$ cat config.mk
export PLATFORM = sky130hd
export DESIGN_NAME = axilite_slave_shim
export DESIGN_NICKNAME = d
export VERILOG_FILES = /design/src/rtl/axilite_slave_shim.sv
export SDC_FILE = /design/constraint.sdc
export NUM_CORES = 1
export LEC_CHECK = 0
export CAP_MARGIN = 20
export CORE_MARGIN = 5
export CORE_UTILIZATION = 35
export CTS_BUF_LIST = sky130_fd_sc_hd__clkbuf_4
export CTS_CLUSTER_DIAMETER = 100
export DETAILED_ROUTE_END_ITERATION = 8
export DONT_BUFFER_PORTS = 1
export PLACE_DENSITY = 0.52
export SKIP_LAST_GASP = 1
export SYNTH_ARGS = -nofsm -noshare
export SYNTH_HDL_FRONTEND = slang
export SYNTH_SLANG_ARGS = --single-unit
export TNS_END_PERCENT = 20
$ cat constraint.sdc
create_clock -name clk -period 14.88 [get_ports clk]
set_input_delay 2.976 -clock clk [delete_from_list [all_inputs] [get_ports clk]]
set_output_delay 2.976 -clock clk [all_outputs]
set_load 0.03 [all_outputs]
$ cat src/rtl/axilite_slave_shim.sv
// AXI-Lite slave shim: buffers AW/W/AR, arbitrates read vs write round-robin, and issues single-cycle local-bus requests.
// Build macro AXILITE_SLV_TIMEOUT_EN enables a local-response timeout that returns an error response.
module axilite_slave_shim #(
    parameter int          ADDR_WIDTH     = 32,
    parameter int          TIMEOUT_CYCLES = 1024,
    parameter logic [31:0] TIMEOUT_RDATA  = 32'hDEAD_BEEF
) (
    input  logic                  clk,
    input  logic                  rst,

    input  logic                  s_axi_awvalid,
    output logic                  s_axi_awready,
    input  logic [ADDR_WIDTH-1:0] s_axi_awaddr,
    input  logic [2:0]            s_axi_awprot,

    input  logic                  s_axi_wvalid,
    output logic                  s_axi_wready,
    input  logic [31:0]           s_axi_wdata,
    input  logic [3:0]            s_axi_wstrb,

    output logic                  s_axi_bvalid,
    input  logic                  s_axi_bready,
    output logic [1:0]            s_axi_bresp,

    input  logic                  s_axi_arvalid,
    output logic                  s_axi_arready,
    input  logic [ADDR_WIDTH-1:0] s_axi_araddr,
    input  logic [2:0]            s_axi_arprot,

    output logic                  s_axi_rvalid,
    input  logic                  s_axi_rready,
    output logic [31:0]           s_axi_rdata,
    output logic [1:0]            s_axi_rresp,

    output logic                  lcl_wr,
    output logic                  lcl_rd,
    output logic [ADDR_WIDTH-1:0] lcl_addr,
    output logic [31:0]           lcl_wdata,
    output logic [3:0]            lcl_wstrb,
    input  logic                  lcl_ack,
    input  logic                  lcl_dv,
    input  logic [31:0]           lcl_rdata,
    input  logic                  lcl_rsp,

    output logic                  timeout_err
);

    typedef enum logic [2:0] {
        IDLE,
        WR_REQ,
        WR_WAIT,
        WR_RESP,
        RD_REQ,
        RD_WAIT,
        RD_RESP
    } state_t;

    state_t state, state_next;

    logic                  aw_full;
    logic                  w_full;
    logic                  ar_full;
    logic [ADDR_WIDTH-1:0] aw_addr;
    logic [ADDR_WIDTH-1:0] ar_addr;
    logic [31:0]           w_data;
    logic [3:0]            w_strb;
    logic                  pref_wr;

    logic aw_hs, w_hs, ar_hs, b_hs, r_hs;
    logic wr_elig, rd_elig, grant_wr, grant_rd;
    logic ack_hit, dv_hit, tmo_hit;
    logic rd_path;

    assign s_axi_awready = !aw_full;
    assign s_axi_wready  = !w_full;
    assign s_axi_arready = !ar_full;

    assign aw_hs = s_axi_awvalid && !aw_full;
    assign w_hs  = s_axi_wvalid && !w_full;
    assign ar_hs = s_axi_arvalid && !ar_full;
    assign b_hs  = (state == WR_RESP) && s_axi_bready;
    assign r_hs  = (state == RD_RESP) && s_axi_rready;

    // Eligibility looks through this cycle's handshakes so a request can issue right after capture.
    assign wr_elig  = (aw_full || aw_hs) && (w_full || w_hs);
    assign rd_elig  = ar_full || ar_hs;
    assign grant_wr = (state == IDLE) && wr_elig && (!rd_elig || pref_wr);
    assign grant_rd = (state == IDLE) && rd_elig && !grant_wr;

    assign ack_hit = (state == WR_WAIT) && lcl_ack;
    assign dv_hit  = (state == RD_WAIT) && lcl_dv;

    assign rd_path   = (state == RD_REQ) || (state == RD_WAIT) || (state == RD_RESP);
    assign lcl_addr  = rd_path ? ar_addr : aw_addr;
    assign lcl_wdata = w_data;
    assign lcl_wstrb = w_strb;

    always_ff @(posedge clk or posedge rst) begin
        if (rst) begin
            aw_full <= 1'b0;
            aw_addr <= '0;
            w_full  <= 1'b0;
            w_data  <= '0;
            w_strb  <= '0;
            ar_full <= 1'b0;
            ar_addr <= '0;
        end else begin
            if (aw_hs) begin
                aw_full <= 1'b1;
                aw_addr <= s_axi_awaddr;
            end else if (b_hs) begin
                aw_full <= 1'b0;
            end
            if (w_hs) begin
                w_full <= 1'b1;
                w_data <= s_axi_wdata;
                w_strb <= s_axi_wstrb;
            end else if (b_hs) begin
                w_full <= 1'b0;
            end
            if (ar_hs) begin
                ar_full <= 1'b1;
                ar_addr <= s_axi_araddr;
            end else if (r_hs) begin
                ar_full <= 1'b0;
            end
        end
    end

    always_ff @(posedge clk or posedge rst) begin
        if (rst) begin
            state   <= IDLE;
            pref_wr <= 1'b1;
        end else begin
            state <= state_next;
            if (grant_wr) begin
                pref_wr <= 1'b0;
            end else if (grant_rd) begin
                pref_wr <= 1'b1;
            end
        end
    end

    always_comb begin
        state_next   = state;
        lcl_wr       = 1'b0;
        lcl_rd       = 1'b0;
        s_axi_bvalid = 1'b0;
        s_axi_rvalid = 1'b0;
        case (state)
            IDLE: begin
                if (grant_wr) begin
                    state_next = WR_REQ;
                end else if (grant_rd) begin
                    state_next = RD_REQ;
                end
            end
            WR_REQ: begin
                lcl_wr     = 1'b1;
                state_next = WR_WAIT;
            end
            WR_WAIT: begin
                if (ack_hit || tmo_hit) begin
                    state_next = WR_RESP;
                end
            end
            WR_RESP: begin
                s_axi_bvalid = 1'b1;
                if (s_axi_bready) begin
                    state_next = IDLE;
                end
            end
            RD_REQ: begin
                lcl_rd     = 1'b1;
                state_next = RD_WAIT;
            end
            RD_WAIT: begin
                if (dv_hit || tmo_hit) begin
                    state_next = RD_RESP;
                end
            end
            RD_RESP: begin
                s_axi_rvalid = 1'b1;
                if (s_axi_rready) begin
                    state_next = IDLE;
                end
            end
            default: state_next = IDLE;
        endcase
    end

    // A real ack/dv takes priority over a timeout expiring in the same cycle.
    always_ff @(posedge clk or posedge rst) begin
        if (rst) begin
            s_axi_bresp <= 2'b00;
            s_axi_rresp <= 2'b00;
            s_axi_rdata <= '0;
        end else begin
            if (ack_hit) begin
                s_axi_bresp <= lcl_rsp ? 2'b10 : 2'b00;
            end else if ((state == WR_WAIT) && tmo_hit) begin
                s_axi_bresp <= 2'b10;
            end
            if (dv_hit) begin
                s_axi_rdata <= lcl_rdata;
                s_axi_rresp <= lcl_rsp ? 2'b10 : 2'b00;
            end else if ((state == RD_WAIT) && tmo_hit) begin
                s_axi_rdata <= TIMEOUT_RDATA;
                s_axi_rresp <= 2'b10;
            end
        end
    end

`ifdef AXILITE_SLV_TIMEOUT_EN
    localparam int CW = $clog2(TIMEOUT_CYCLES + 1);

    logic [CW-1:0] tmo_cnt;
    logic          tmo_pulse;
    logic          unused_prot;

    assign tmo_hit     = ((state == WR_WAIT) || (state == RD_WAIT)) &&
                         (tmo_cnt == CW'(TIMEOUT_CYCLES - 1));
    assign timeout_err = tmo_pulse;
    assign unused_prot = ^{s_axi_awprot, s_axi_arprot};

    // Counter is held at zero outside the wait states, so every wait starts from a clean count.
    always_ff @(posedge clk or posedge rst) begin
        if (rst) begin
            tmo_cnt   <= '0;
            tmo_pulse <= 1'b0;
        end else begin
            tmo_pulse <= tmo_hit && !ack_hit && !dv_hit;
            if ((state == WR_WAIT) || (state == RD_WAIT)) begin
                tmo_cnt <= tmo_cnt + CW'(1);
            end else begin
                tmo_cnt <= '0;
            end
        end
    end
`else
    logic unused_cfg;

    assign tmo_hit     = 1'b0;
    assign timeout_err = 1'b0;
    assign unused_cfg  = ^{s_axi_awprot, s_axi_arprot, TIMEOUT_RDATA, 32'(TIMEOUT_CYCLES)};
`endif

endmodule

==> key figures, run 1 <==
Power and ir drop
  – P per Cell Area: 266.9 mW/mm²
  – Leakage: 2.717 nW
  – Peak VDD IR: 0.1015 mV
  – Total design power: 1.690 mW

Routing
  – Vias: 3,110
  – # DRC: 0
  – Via/cell ratio: 5.041
  – Final wirelength: 13,070 µm
  – Drt initial violations: 78
  – Routed length per instance: 21.18 µm
  – DR pass1 iterations: 5
  – Final antenna-violating net count: 0

Place
  – I/O Buffers: 0
  – RePlAce Congestion: 0.7284
  – DP Wirelength: 9378 µm

GRT
  – Global-route wire length before repair: 20,380 µm
  – Largest net degree at the start of global routing: 78
  – Vias in the first global route: 3,406
  – Initial antenna violation count: 3
  – GRT Total Usage: 0.1348
  – Gr ovfl total: 0

Yosys
  – Distinct cell type count after synthesis: 35
  – Synthesized area: 0.005891 mm²
  – Syn Inst Count: 383
  – Synthesized flop and latch total: 141
  – Yosys warnings: 0
  – Seq/Total Area, Yosys: 0.5992
  – Syn avg cell area: 15.38 µm²

Worst setup path
  – Launch point of the worst reg-to-reg path: aw_full
  – R2R Path End: aw_addr[30]
  – Crit path from: state[2]
  – Critical path class: reg -> out
  – CP required: 11.90 ns
  – Max FO, Critical Path: 32
  – Critical Path End: lcl_addr[4]
  – Internal reg-to-reg setup slack: 13.02 ns
  – Crit path DAT: 2.32 ns
  – Nature of the critical path endpoint: output pin
  – Reg2reg path depth: 2
  – Startpoint Class: register

Floorplan
  – Core box area: 0.01652 mm²
  – Rows: 47
  – Starting density of the core: 0.3565
  – # IOs: 260
  – Die height: 139.7 µm
  – Die area: 0.01952 mm²
  – Die Wd: 139.7 µm

Job
  – Max Cap Viol: 0

Clocking
  – Clock buffers created by TritonCTS: 17
  – Post-CTS sizing: 0
  – CTS tree: yes
  – H-tree level count: 4
  – Cts hold-fix bufs: 0
  – Setup Buffers After CTS: 0
  – Clock Sinks: 141
  – CTS root buf: clkbuf_4
  – Clock-pin slew on the worst setup and hold paths: 0.13 ns
  – Clk_lat worst skew: 0.53 ns
  – Max clock buf depth: 2

STA
  – Part of the cycle the worst path needs: 0.3560
  – Worst slew pin tran: 1.046 ns
  – Max Slew Vio Count: 0
  – Max Clock Freq: 0.1888 GHz
  – Clk_skew: 0.02095 ns
  – Hold Fails Final Rpt: 0
  – Total negative setup slack: 0 ns
  – Final min period: 5.298 ns
  – Max-slew headroom: 0.3010
  – RSZ-0062 raised after global routing: no
  – Endpoints failing setup: 0

Layout
  – Area grow syn2layout: 7.519%
  – Net count, final: 531
  – Most frequent cells in the layout: 159 x mux2_2, 140 x dfrtp_1, 18 x clkbuf_4
  – Layout cell share with drive strength beyond 1: 0.5038
  – Most common cell after layout, fill and taps aside: mux2_2

Run status
  – Status: finished clean

Min path
  – Hold Crit Class: reg -> reg
==> cell type report <==
| class | instances | area (µm²) |
|---|---|---|
| fillers | 1602 | 10190 |
| flip-flops and latches | 141 | 3530 |
| multi-input cells | 215 | 2203 |
| well taps | 220 | 275.3 |
| clock buffers | 18 | 135.1 |
| clock inverters | 13 | 126.4 |
| repair buffers | 3 | 35.03 |
| inverters | 5 | 23.77 |
| diodes | 2 | 5.005 |
==> cells by family after synthesis <==
group,after synthesis,share of synthesized area
multiplexers,168,0.3216
flip-flops,141,0.5992
AND/OR/NAND/NOR,30,0.02995
buffers and inverters,29,0.03186
AO/OA/AOI/OAI,14,0.01678
other,1,0.0006366
==> where the power goes <==
group	total (mW)	switching, mW	internal, mW
combinational	0.565	0.311	0.254
clock	0.233	0.135	0.0983
sequential	0.892	0.322	0.570
total	1.69	0.768	0.923
==> how the worst min path moves through the flow <==
stage / from / endpoint / cells past startpoint
global route: ar_addr[24] / ar_addr[24] / 1
CTS: ar_addr[25] / ar_addr[25] / 1
floorplan: ar_addr[24] / ar_addr[24] / 1
detailed placement: ar_addr[25] / ar_addr[25] / 1
global placement: ar_addr[25] / ar_addr[25] / 1
finish: ar_addr[25] / ar_addr[25] / 1
==> through the flow <==
step	cells	setup WS [ns]	cell area, µm²	utilization	hold WS (ns)
2_1_floorplan	385	8.124	5898	-	0.4522
3_3_place_gp	583	10.12	6047	0.3659	0.4626
3_5_place_dp	583	10.09	6047	0.3659	0.4776
4_1_cts	614	9.466	6309	0.3818	0.5049
5_1_grt	617	9.348	6334	0.3833	0.5177
6_report	617	9.582	6334	0.3833	0.5003
==> synthesized netlist by cell type, drive strengths merged <==
library cell	n	area, µm²
nor3b	2	15.01
nand3	3	20.02
o21ai	4	20.01
dfrtp	140	3503
nand2	7	26.28
a21oi	4	20.02
inv	5	18.77
a22o	1	8.760
conb	1	3.750
clkbuf	2	8.750
nor2b	3	18.77
a21boi	1	18.77
nand3b	1	7.510
mux2i	1	10.01
dfstp	1	26.28
nor2	6	22.52
a41oi	1	8.760
and2	1	6.260
nand2b	1	6.260
nand4b	1	23.77
and2b	1	7.510
o21a	1	7.510
nor3	2	10.01
o22a	1	8.760
a31oi	1	6.260
buf	22	160.2
mux2	167	1884
and3	2	12.51
==> critical path: stages, from the launching register on <==
cell	delay (ns)
dfrtp_1	0.62
a21boi_4	0.23
buf_4	0.41
mux2_1	0.52
==> metal layers <==
layer | global-route usage | up-vias | part of all wire
li1 | - | 1356 | -
met1 | 0.1552 | 1583 | 0.37
met2 | 0.2132 | 149 | 0.51
met3 | 0.07479 | 20 | 0.10
met4 | 0.04589 | 2 | 0.018
met5 | 0 | - | 0.00054
==> registers in the layout, summed over array words and instances, names as in the netlist <==
name	cells
lcl_wdata	32
state	3
pref_wr	1
s_axi_bresp	1
ar_full	1
w_full	1
s_axi_rdata	32
lcl_wstrb	4
aw_addr	32
ar_addr	32
s_axi_rresp	1
aw_full	1
Power figures use the tool's default switching activity.
==> run 2, diff against run 1 <==
- clock period: 14.88 -> 5.45 ns (I/O delays scaled with it)
==> run 2 against run 1 <==
- combinational power grew to 2.8 times the previous value
- routed wire length is 0.15% higher
- first-iteration DRC count is the same
==> key figures, run 2 (synthesized netlist as in run 1, its figures left out) <==
GRT
  – Largest net degree at the start of global routing: 108 (+38%)
  – Initial antenna violation count: 3 (unchanged)
  – GRT Total Usage: 0.1344 (-0.0003921)
  – Global-route wire length before repair: 20,440 µm (+0.30%)
  – Vias in the first global route: 3,499 (+2.7%)
  – Gr ovfl total: 0 (unchanged)

Layout
  – Most common cell after layout, fill and taps aside: mux2_2
  – Area grow syn2layout: 7.774%
  – Fillcell total: 1,590 (-0.75%)
  – Design Area, Final: 0.006349 mm² (+0.24%)
  – Layout cell share with drive strength beyond 1: 0.5076 (+0.003778)
  – Most frequent cells in the layout: 159 x mux2_2, 140 x dfrtp_1, 20 x clkbuf_4
  – Final core utilization: 0.3842 (+0.0009080)
  – Net count, final: 531 (unchanged)
  – Area of the multi-input gates: 0.002203 mm² (unchanged)
  – Reg area: 0.003530 mm² (unchanged)

Worst setup path
  – CP required: 4.36 ns (-7.54 ns)
  – Startpoint Class: register
  – Nature of the critical path endpoint: output pin
  – Crit path DAT: 2.44 ns (+0.12 ns)
  – Max FO, Critical Path: 22 (-31%)
  – Critical path class: reg -> out

Routing
  – Final antenna-violating net count: 0 (unchanged)
  – DR pass1 iterations: 4 (-1)
  – Drt initial violations: 78 (unchanged)
  – Routed length per instance: 21.17 µm (about the same)
  – Final wirelength: 13,090 µm (+0.15%)
  – Vias: 3,089 (-0.68%)
  – Via/cell ratio: 4.998 (-0.84%)
  – # DRC: 0 (unchanged)

STA
  – Final min period: 3.534 ns
  – Clk_skew: 0.01391 ns (-0.007046 ns)
  – RSZ-0062 raised after global routing: no
  – Max Slew Vio Count: 0 (unchanged)
  – Max-slew headroom: 0.3234 (+0.02243)
  – Hold Fails Final Rpt: 0 (unchanged)
  – Endpoints failing setup: 0 (unchanged)
  – Total negative setup slack: 0 ns (unchanged)
  – Worst slew pin tran: 1.013 ns (-0.03357 ns)
  – Part of the cycle the worst path needs: 0.6485
  – Max Clock Freq: 0.2829 GHz

Place
  – I/O Buffers: 0 (unchanged)
  – DP Wirelength: 9604 µm (+2.4%)
  – RePlAce Congestion: 0.7340 (+0.77%)
  – Cell area after placement: 0.006067 mm² (+0.33%)

Clocking
  – CTS tree: yes
  – Max clock buf depth: 2 (unchanged)
  – CTS root buf: clkbuf_4
  – Post-CTS sizing: 0 (unchanged)
  – Clock Sinks: 141 (unchanged)
  – Cts hold-fix bufs: 0 (unchanged)
  – Clock-pin slew on the worst setup and hold paths: 0.12 ns (about the same)
  – Clock buffers created by TritonCTS: 17 (unchanged)
  – Clk_lat worst skew: 0.52 ns (about the same)
  – H-tree level count: 4 (unchanged)
  – Setup Buffers After CTS: 0 (unchanged)

Run status
  – Status: finished clean

Floorplan
  – # IOs: 260 (unchanged)
  – Die Wd: 139.7 µm (unchanged)
  – Starting density of the core: 0.3565 (unchanged)
  – Core box area: 0.01652 mm² (unchanged)
  – Die area: 0.01952 mm² (unchanged)
  – Die height: 139.7 µm (unchanged)
  – Rows: 47 (unchanged)

Power and ir drop
  – Leakage: 2.729 nW (+0.45%)
  – P per Cell Area: 727.3 mW/mm² (+170%)
  – Peak VDD IR: 0.2652 mV (+160%)

Min path
  – Hold Crit Class: in -> async

Job
  – Max Cap Viol: 0 (unchanged)
-- run 2: cell types whose count changed in the layout (fill, tap and decap cells not counted), sizes merged --
cell / change
clkinvlp: -1
clkinv: +1
bufinv: -1
clkbuf: +2
-- run 2: power breakdown --
| group | leakage, nW | switching, mW | internal, mW |
|---|---|---|---|
| logic | 0.898 | 0.853 | 0.712 |
| registers | 1.69 | 0.883 | 1.56 |
| clock network | 0.138 | 0.376 | 0.237 |
| total | 2.73 | 2.11 | 2.51 |
-- run 2: final timing paths --
kind                             start  slack [ns]  cells past startpoint             to
setup / recovery              state[2]        1.92                      3    lcl_addr[4]
hold / removal                     rst        0.41                      1  lcl_wdata[23]
setup reg to reg               aw_full        3.63                      2     aw_addr[0]
hold reg to reg            ar_addr[24]        0.50                      1    ar_addr[24]
max in group asynchronous          rst        4.25                      2     ar_addr[3]
min in group clk           ar_addr[24]        0.50                      1    ar_addr[24]
-- run 2: critical path, cell delays in order (launching register included) --
cell,delay (ns)
dfrtp_1,0.62
a21boi_4,0.56
buf_16,0.24
mux2_1,0.49
-- run 2: cell type report --
class,count,area share
Antenna cell,2,0.0007883
Clock buffer,20,0.02365
Clock inverter,12,0.01557
Inverter,5,0.003745
Multi-Input combinational cell,215,0.3471
Sequential cell,141,0.5560
Tap cell,220,0.04336
Timing Repair Buffer,3,0.009854
-- run 2: per-stage QoR --
step	std cells	setup slack (ns)	hold slack (ns)	total power, mW
floorplan	385	0.5804	0.4522	3.775
global placement	582	2.209	0.4642	3.990
detailed placement	583	2.457	0.4748	4.070
CTS	615	1.831	0.5039	4.696
global route	618	1.738	0.3758	4.889
finish	618	1.916	0.4114	4.618
-- run 2: routing by layer --
metal | routed length (µm) | track usage
met4 | 224 | 0.04946
met2 | 6552 | 0.2208
met1 | 5019 | 0.1507
met3 | 1283 | 0.06724
met5 | 7 | 0
